<file path="config.mk">
export PLATFORM = sky130hd
export DESIGN_NAME = fpu_op_arbiter
export DESIGN_NICKNAME = d
export VERILOG_FILES = /design/src/rtl/fpu_pkg.sv /design/src/rtl/fpu_tag_fifo.sv /design/src/rtl/fpu_op_arbiter.sv
export SDC_FILE = /design/constraint.sdc
export NUM_CORES = 1
export LEC_CHECK = 0
export ABC_AREA = 0
export ABC_CLOCK_PERIOD_IN_PS = 13700
export BUFFER_PORTS_ARGS = -buffer_cell sky130_fd_sc_hd__buf_4
export CORE_AREA = 5 5 153 155
export DETAILED_ROUTE_END_ITERATION = 10
export DIE_AREA = 0 0 158 160
export GPL_TIMING_DRIVEN = 0
export PLACE_DENSITY = 0.77
export REMOVE_ABC_BUFFERS = 1
export SLEW_MARGIN = 20
export SYNTH_ARGS = -nofsm -noshare
export SYNTH_HDL_FRONTEND = slang
export SYNTH_HIERARCHICAL = 1
export SYNTH_SLANG_ARGS = --single-unit
export TNS_END_PERCENT = 20
</file>
<file path="constraint.sdc">
create_clock -name clkIn -period 13.7 [get_ports clkIn]
set_clock_uncertainty 0.1 [all_clocks]
set_input_delay 0 -clock clkIn [delete_from_list [all_inputs] [get_ports clkIn]]
set_output_delay 0 -clock clkIn [all_outputs]
set_load 0.02 [all_outputs]
</file>
<file path="src/rtl/fpu_pkg.sv">
// Shared definitions for the FPU op arbiter: op encodings and IEEE-754 single-precision constants.
package fpu_pkg;

    typedef enum logic [1:0] {
        OP_ADD     = 2'b00,
        OP_SUB     = 2'b01,
        OP_MUL     = 2'b10,
        OP_ILLEGAL = 2'b11
    } fpu_op_e;

    localparam logic [31:0] CANONICAL_NAN = 32'h7FC0_0000;
    localparam int unsigned SIGN_BIT      = 31;

endpackage

</file>
<file path="src/rtl/fpu_tag_fifo.sv">
// In-order FIFO of requester IDs for one arithmetic unit; the head names the owner of the next
// result that unit returns.
module fpu_tag_fifo #(
    parameter int unsigned DEPTH    = 2,
    parameter int unsigned ID_WIDTH = 3
) (
    input  logic                clk_i,
    input  logic                rst_i,
    input  logic                push_i,
    input  logic [ID_WIDTH-1:0] push_id_i,
    input  logic                pop_i,
    output logic [ID_WIDTH-1:0] head_id_o,
    output logic                empty_o,
    output logic                full_o
);

    localparam int unsigned PtrW = (DEPTH > 1) ? $clog2(DEPTH) : 1;
    localparam int unsigned CntW = $clog2(DEPTH + 1);

    logic [ID_WIDTH-1:0] mem_q [DEPTH];
    logic [PtrW-1:0]     wr_ptr_q;
    logic [PtrW-1:0]     rd_ptr_q;
    logic [CntW-1:0]     count_q;
    logic                do_push;
    logic                do_pop;

    // Pointers wrap at DEPTH, which need not be a power of two.
    function automatic logic [PtrW-1:0] ptr_inc(input logic [PtrW-1:0] p);
        return (p == PtrW'(DEPTH - 1)) ? '0 : p + PtrW'(1);
    endfunction

    assign empty_o   = (count_q == '0);
    assign full_o    = (count_q == CntW'(DEPTH));
    assign head_id_o = mem_q[rd_ptr_q];
    assign do_push   = push_i && !full_o;
    assign do_pop    = pop_i && !empty_o;

    always_ff @(posedge clk_i or posedge rst_i) begin
        if (rst_i) begin
            for (int unsigned i = 0; i < DEPTH; i++) begin
                mem_q[i] <= '0;
            end
            wr_ptr_q <= '0;
            rd_ptr_q <= '0;
            count_q  <= '0;
        end else begin
            if (do_push) begin
                mem_q[wr_ptr_q] <= push_id_i;
                wr_ptr_q        <= ptr_inc(wr_ptr_q);
            end
            if (do_pop) begin
                rd_ptr_q <= ptr_inc(rd_ptr_q);
            end
            case ({do_push, do_pop})
                2'b10:   count_q <= count_q + CntW'(1);
                2'b01:   count_q <= count_q - CntW'(1);
                default: ;
            endcase
        end
    end

endmodule

</file>
<file path="src/rtl/fpu_op_arbiter.sv">
// Round-robin arbiter sharing one FP adder and one FP multiplier between NUM_REQ requesters;
// results are routed back through per-unit in-order tag FIFOs.
module fpu_op_arbiter
    import fpu_pkg::*;
#(
    parameter int unsigned NUM_REQ    = 2,
    parameter int unsigned DATA_WIDTH = 32,
    parameter int unsigned ID_WIDTH   = 3
) (
    input  logic                          clkIn,
    input  logic                          rstIn,
    input  logic [NUM_REQ-1:0]            reqValidIn,
    input  logic [2*NUM_REQ-1:0]          reqOpIn,
    input  logic [DATA_WIDTH*NUM_REQ-1:0] reqAIn,
    input  logic [DATA_WIDTH*NUM_REQ-1:0] reqBIn,
    output logic [NUM_REQ-1:0]            reqReadyOut,
    output logic [NUM_REQ-1:0]            respValidOut,
    output logic [DATA_WIDTH*NUM_REQ-1:0] respDataOut,
    output logic                          addValidOut,
    output logic [DATA_WIDTH-1:0]         addAOut,
    output logic [DATA_WIDTH-1:0]         addBOut,
    input  logic                          addValidIn,
    input  logic [DATA_WIDTH-1:0]         addDataIn,
    output logic                          mulValidOut,
    output logic [DATA_WIDTH-1:0]         mulAOut,
    output logic [DATA_WIDTH-1:0]         mulBOut,
    input  logic                          mulValidIn,
    input  logic [DATA_WIDTH-1:0]         mulDataIn,
    output logic                          errOut
);

    logic [NUM_REQ-1:0]            busy_q, busy_d;
    logic [ID_WIDTH-1:0]           ptr_q, ptr_d;
    logic                          add_valid_q, add_valid_d;
    logic [DATA_WIDTH-1:0]         add_a_q, add_a_d, add_b_q, add_b_d;
    logic                          mul_valid_q, mul_valid_d;
    logic [DATA_WIDTH-1:0]         mul_a_q, mul_a_d, mul_b_q, mul_b_d;
    logic [NUM_REQ-1:0]            resp_valid_q, resp_valid_d;
    logic [DATA_WIDTH*NUM_REQ-1:0] resp_data_q, resp_data_d;
    logic                          err_q, err_d;

    logic [NUM_REQ-1:0]    elig;
    logic [NUM_REQ-1:0]    ready;
    logic                  grant_valid;
    logic [ID_WIDTH-1:0]   grant_id;
    fpu_op_e               op_g;
    logic [DATA_WIDTH-1:0] a_g, b_g;

    logic                add_push, add_pop, add_empty, add_full;
    logic                mul_push, mul_pop, mul_empty, mul_full;
    logic [ID_WIDTH-1:0] add_head, mul_head;
    logic                unused_full;

    assign elig = reqValidIn & ~busy_q;

    // Search from the pointer outward; the first eligible requester wins.
    always_comb begin
        grant_valid = 1'b0;
        grant_id    = '0;
        ready       = '0;
        op_g        = OP_ADD;
        a_g         = '0;
        b_g         = '0;
        for (int unsigned off = 0; off < NUM_REQ; off++) begin
            for (int unsigned i = 0; i < NUM_REQ; i++) begin
                if (!grant_valid && elig[i] && (i == (32'(ptr_q) + off) % NUM_REQ)) begin
                    grant_valid = 1'b1;
                    grant_id    = ID_WIDTH'(i);
                    ready[i]    = 1'b1;
                    op_g        = fpu_op_e'(reqOpIn[2*i +: 2]);
                    a_g         = reqAIn[DATA_WIDTH*i +: DATA_WIDTH];
                    b_g         = reqBIn[DATA_WIDTH*i +: DATA_WIDTH];
                end
            end
        end
    end

    assign add_push = grant_valid && (op_g == OP_ADD || op_g == OP_SUB);
    assign mul_push = grant_valid && (op_g == OP_MUL);
    assign add_pop  = addValidIn && !add_empty;
    assign mul_pop  = mulValidIn && !mul_empty;

    always_comb begin
        busy_d       = busy_q;
        ptr_d        = ptr_q;
        add_valid_d  = 1'b0;
        add_a_d      = add_a_q;
        add_b_d      = add_b_q;
        mul_valid_d  = 1'b0;
        mul_a_d      = mul_a_q;
        mul_b_d      = mul_b_q;
        resp_valid_d = '0;
        resp_data_d  = resp_data_q;
        err_d        = err_q | (addValidIn & add_empty) | (mulValidIn & mul_empty);

        // Busy clears with the registered response so the owner may be granted in that cycle.
        for (int unsigned i = 0; i < NUM_REQ; i++) begin
            if (add_pop && add_head == ID_WIDTH'(i)) begin
                resp_valid_d[i]                         = 1'b1;
                resp_data_d[DATA_WIDTH*i +: DATA_WIDTH] = addDataIn;
                busy_d[i]                               = 1'b0;
            end
            if (mul_pop && mul_head == ID_WIDTH'(i)) begin
                resp_valid_d[i]                         = 1'b1;
                resp_data_d[DATA_WIDTH*i +: DATA_WIDTH] = mulDataIn;
                busy_d[i]                               = 1'b0;
            end
        end

        if (grant_valid) begin
            ptr_d = (grant_id == ID_WIDTH'(NUM_REQ - 1)) ? '0 : grant_id + ID_WIDTH'(1);
            case (op_g)
                OP_ADD: begin
                    add_valid_d = 1'b1;
                    add_a_d     = a_g;
                    add_b_d     = b_g;
                end
                OP_SUB: begin
                    add_valid_d        = 1'b1;
                    add_a_d            = a_g;
                    add_b_d            = b_g;
                    add_b_d[SIGN_BIT]  = ~b_g[SIGN_BIT];
                end
                OP_MUL: begin
                    mul_valid_d = 1'b1;
                    mul_a_d     = a_g;
                    mul_b_d     = b_g;
                end
                OP_ILLEGAL: ;
                default: ;
            endcase
            // Illegal ops answer immediately with NaN and never occupy a unit.
            for (int unsigned i = 0; i < NUM_REQ; i++) begin
                if (ready[i]) begin
                    if (op_g == OP_ILLEGAL) begin
                        resp_valid_d[i]                         = 1'b1;
                        resp_data_d[DATA_WIDTH*i +: DATA_WIDTH] = DATA_WIDTH'(CANONICAL_NAN);
                    end else begin
                        busy_d[i] = 1'b1;
                    end
                end
            end
        end
    end

    always_ff @(posedge clkIn or posedge rstIn) begin
        if (rstIn) begin
            busy_q       <= '0;
            ptr_q        <= '0;
            add_valid_q  <= 1'b0;
            add_a_q      <= '0;
            add_b_q      <= '0;
            mul_valid_q  <= 1'b0;
            mul_a_q      <= '0;
            mul_b_q      <= '0;
            resp_valid_q <= '0;
            resp_data_q  <= '0;
            err_q        <= 1'b0;
        end else begin
            busy_q       <= busy_d;
            ptr_q        <= ptr_d;
            add_valid_q  <= add_valid_d;
            add_a_q      <= add_a_d;
            add_b_q      <= add_b_d;
            mul_valid_q  <= mul_valid_d;
            mul_a_q      <= mul_a_d;
            mul_b_q      <= mul_b_d;
            resp_valid_q <= resp_valid_d;
            resp_data_q  <= resp_data_d;
            err_q        <= err_d;
        end
    end

    fpu_tag_fifo #(
        .DEPTH    (NUM_REQ),
        .ID_WIDTH (ID_WIDTH)
    ) u_add_tags (
        .clk_i     (clkIn),
        .rst_i     (rstIn),
        .push_i    (add_push),
        .push_id_i (grant_id),
        .pop_i     (add_pop),
        .head_id_o (add_head),
        .empty_o   (add_empty),
        .full_o    (add_full)
    );

    fpu_tag_fifo #(
        .DEPTH    (NUM_REQ),
        .ID_WIDTH (ID_WIDTH)
    ) u_mul_tags (
        .clk_i     (clkIn),
        .rst_i     (rstIn),
        .push_i    (mul_push),
        .push_id_i (grant_id),
        .pop_i     (mul_pop),
        .head_id_o (mul_head),
        .empty_o   (mul_empty),
        .full_o    (mul_full)
    );

    // The busy rule bounds occupancy, so full is never needed here.
    assign unused_full = add_full | mul_full;

    assign reqReadyOut  = ready;
    assign respValidOut = resp_valid_q;
    assign respDataOut  = resp_data_q;
    assign addValidOut  = add_valid_q;
    assign addAOut      = add_a_q;
    assign addBOut      = add_b_q;
    assign mulValidOut  = mul_valid_q;
    assign mulAOut      = mul_a_q;
    assign mulBOut      = mul_b_q;
    assign errOut       = err_q;

endmodule

</file>
==> out/results.tsv <==
stage	metric	value	unit
worst_setup_path	CP arrival	4.25	ns
timing	final setup fails	0	
timing	Slew headroom	0.283	
clock_tree	clk slew on worst S/H paths	0.06	ns
detailed_routing	Antenna Violating Nets Remaining	0	
yosys	Post-Syn Area per Cell	12.8	µm²
detailed_routing	met3 WL	2430	µm
flow_run	max cap viols	0	
die	die area	25300	µm²
worst_setup_path	r2r worst-path depth	6	
grt	GRT Util Overall	0.297	
timing	RSZ-0062 raised after global routing	false	
detailed_routing	Wirelength per Cell	22.3	µm
placed_design	Post-Place Cells	1431	
worst_setup_path	CP Capture Type	register	
worst_setup_path	critical path fanouts, max	34	
timing	final hold violation count	0	
hold_path	Hold Path Cell Cnt	4	
die	Chip Width	158	µm
detailed_routing	Metal-1 WL	13500	µm
layout	Final nets	1624	
grt	vias in the first global route	10500	
detailed_routing	routed wire length	38300	µm
detailed_routing	routed vias	9503	
clock_tree	clock buffer depth	3	
clock_tree	# clock sinks	220	
clock_tree	Hold-fix buffers, CTS	243	
grt	GRT Residual Overflow	0	
die	overall die height	160	µm
power_and_ir_drop	Leak	8.43	nW
detailed_routing	1st-pass router iterations	5	
clock_tree	total CTS buffers	24	
clock_tree	H-tree depth	1	
die	# rows	54	
detailed_routing	routed wl met2	19800	µm
placed_design	GP Congestion	0.866	
power_and_ir_drop	clock share of power	0.180	
power_and_ir_drop	Sw Pwr	1.41	mW
placed_design	dpl hpwl	23400	µm
worst_setup_path	Setup CP Type	reg2reg	
clock_tree	post-CTS setup buffer count	0	
detailed_routing	vias per cell	5.53	
die	CORE AREA	21700	µm²
clock_tree	clock latency on the worst-skew pair	0.51	ns
layout	diode count	0	
yosys	Synth Warn #	6	
placed_design	IO buf count	400	
grt	first-pass GRT wire length	59400	µm
timing	setup TNS	0	ns
clock_tree	CTS Root Cell	clkbuf_16	
power_and_ir_drop	switching share of power	0.383	
placed_design	dpl ws	10.37	ns
layout	share of cells above drive strength 1	0.425	
die	Initial Util	0.465	
power_and_ir_drop	sequential power share	0.306	
layout	area grow syn2layout	64.9	%
worst_setup_path	required time worst endpoint	13.99	ns
outcome	outcome	finished clean	
power_and_ir_drop	power density over the cells	221	nW/µm²
detailed_routing	Top Layer Used	met4	
power_and_ir_drop	Pint	2.27	mW
timing	Peak Freq	0.253	GHz
grt	largest net degree at the start of global routing	73	
detailed_routing	drt initial violations	518	
clock_tree	Post-CTS Resized	0	
hold_path	Hold Path Class	in2reg	
worst_setup_path	startpoint class of the critical path	register	
timing	Setup WS post-layout	9.74	ns
die	# IOs	401	
power_and_ir_drop	Max VDD drop	0.000130	V
grt	initial antenna violation count	0	
timing	min Tclk post-route	3.96	ns
detailed_routing	# DRC	0	
power_and_ir_drop	combinational share of power	0.513	
yosys	Cells after Synth	790	
yosys	area of the mapped netlist	10100	µm²
clock_tree	TritonCTS clock tree	yes	
timing	fin crit share	0.289	
timing	fin. max-slew vios	0	
timing	Slew @ Worst Pin	1.08	ns
layout	final cell count without fillers	1717	
==> power groups by stage <==
stage	combinational (mW)	sequential (mW)	clock, mW
2_1_floorplan	0.633	1.44	0
3_3_place_gp	1.65	1.12	0
3_5_place_dp	1.63	1.11	0
4_1_cts	1.85	1.11	0.670
5_1_grt	1.99	1.16	0.702
6_report	1.89	1.13	0.664
==> layout make-up <==
class / instances / area [µm²]
well taps: 280 / 350
clock inverters: 9 / 95.1
multi-input cells: 508 / 4280
fillers: 1215 / 5050
repair buffers: 652 / 5640
inverters: 14 / 61.3
flip-flops and latches: 220 / 5510
clock buffers: 34 / 709
==> routing by layer <==
layer,global-route usage,up-vias
met3,0.0641,177
li1,-,4154
met2,0.512,456
met1,0.338,4716
met5,0,-
met4,0.166,0
==> worst max-delay path, stage by stage (launching register included) <==
cell           delay (ns)
dfrtp_1              0.43
mux2_2               0.39
nor4b_4              0.83
nand2_2              0.85
mux2i_1              0.47
a211oi_1             0.14
dlygate4sd3_1        0.61
==> stage by stage <==
| step | power (mW) | area (µm²) | util | hold WS (ns) |
|---|---|---|---|---|
| finish | 3.68 | 16600 | 0.767 | 0.250 |
| floorplan | 2.08 | 9790 | - | -0.260 |
| detailed placement | 2.74 | 13400 | 0.618 | -0.0497 |
| global route | 3.85 | 16600 | 0.767 | 0.268 |
| CTS | 3.63 | 16600 | 0.767 | 0.228 |
| global placement | 2.77 | 13100 | 0.606 | -0.0850 |
==> flip-flops by register name (all words and copies together) (netlist names), 2 cells and up <==
name / count
respValidOut: 2
mulAOut: 32
u_mul_tags/mem_q: 6
busy_q: 2
mulBOut: 32
u_mul_tags/count_q: 2
respDataOut: 64
u_add_tags/mem_q: 6
u_add_tags/count_q: 2
addBOut: 32
addAOut: 32
==> placed cells by master, fill, tap and decap left out, types with 2 or more instances in the layout <==
cell	instances
conb_1	8
mux2_4	6
buf_16	6
and3_1	19
clkinv_2	8
a22o_1	64
clkbuf_1	4
nor2_1	71
o21ai_0	24
and3_4	2
clkbuf_16	25
xnor2_1	6
mux2_2	139
nor2b_1	4
mux2i_1	46
a311o_1	2
dfrtp_1	220
or4b_1	2
nand2_1	6
inv_1	10
ha_1	2
nand3b_4	2
dlygate4sd3_1	243
o21ai_1	5
nand2b_4	3
a211oi_1	56
buf_4	402
clkbuf_8	5
nand3b_1	2
xor2_1	4
a221o_1	2
nand3_1	12
bufinv_16	2
==> worst paths after layout <==
| kind | startpoint | endpoint | slack (ns) |
|---|---|---|---|
| hold reg to reg | u_mul_tags/mem_q[3] | u_mul_tags/mem_q[3] | 0.40 |
| max in group asynchronous | rstIn | u_mul_tags/mem_q[4] | 12.05 |
| setup reg to reg | u_add_tags/rd_ptr_q | respDataOut[44] | 9.74 |
| hold / removal | mulDataIn[22] | respDataOut[22] | 0.25 |
| min in group asynchronous | rstIn | respValidOut[0] | 0.57 |
| setup / recovery | u_add_tags/rd_ptr_q | respDataOut[44] | 9.74 |
No activity file was read; power rests on OpenSTA's default activity.
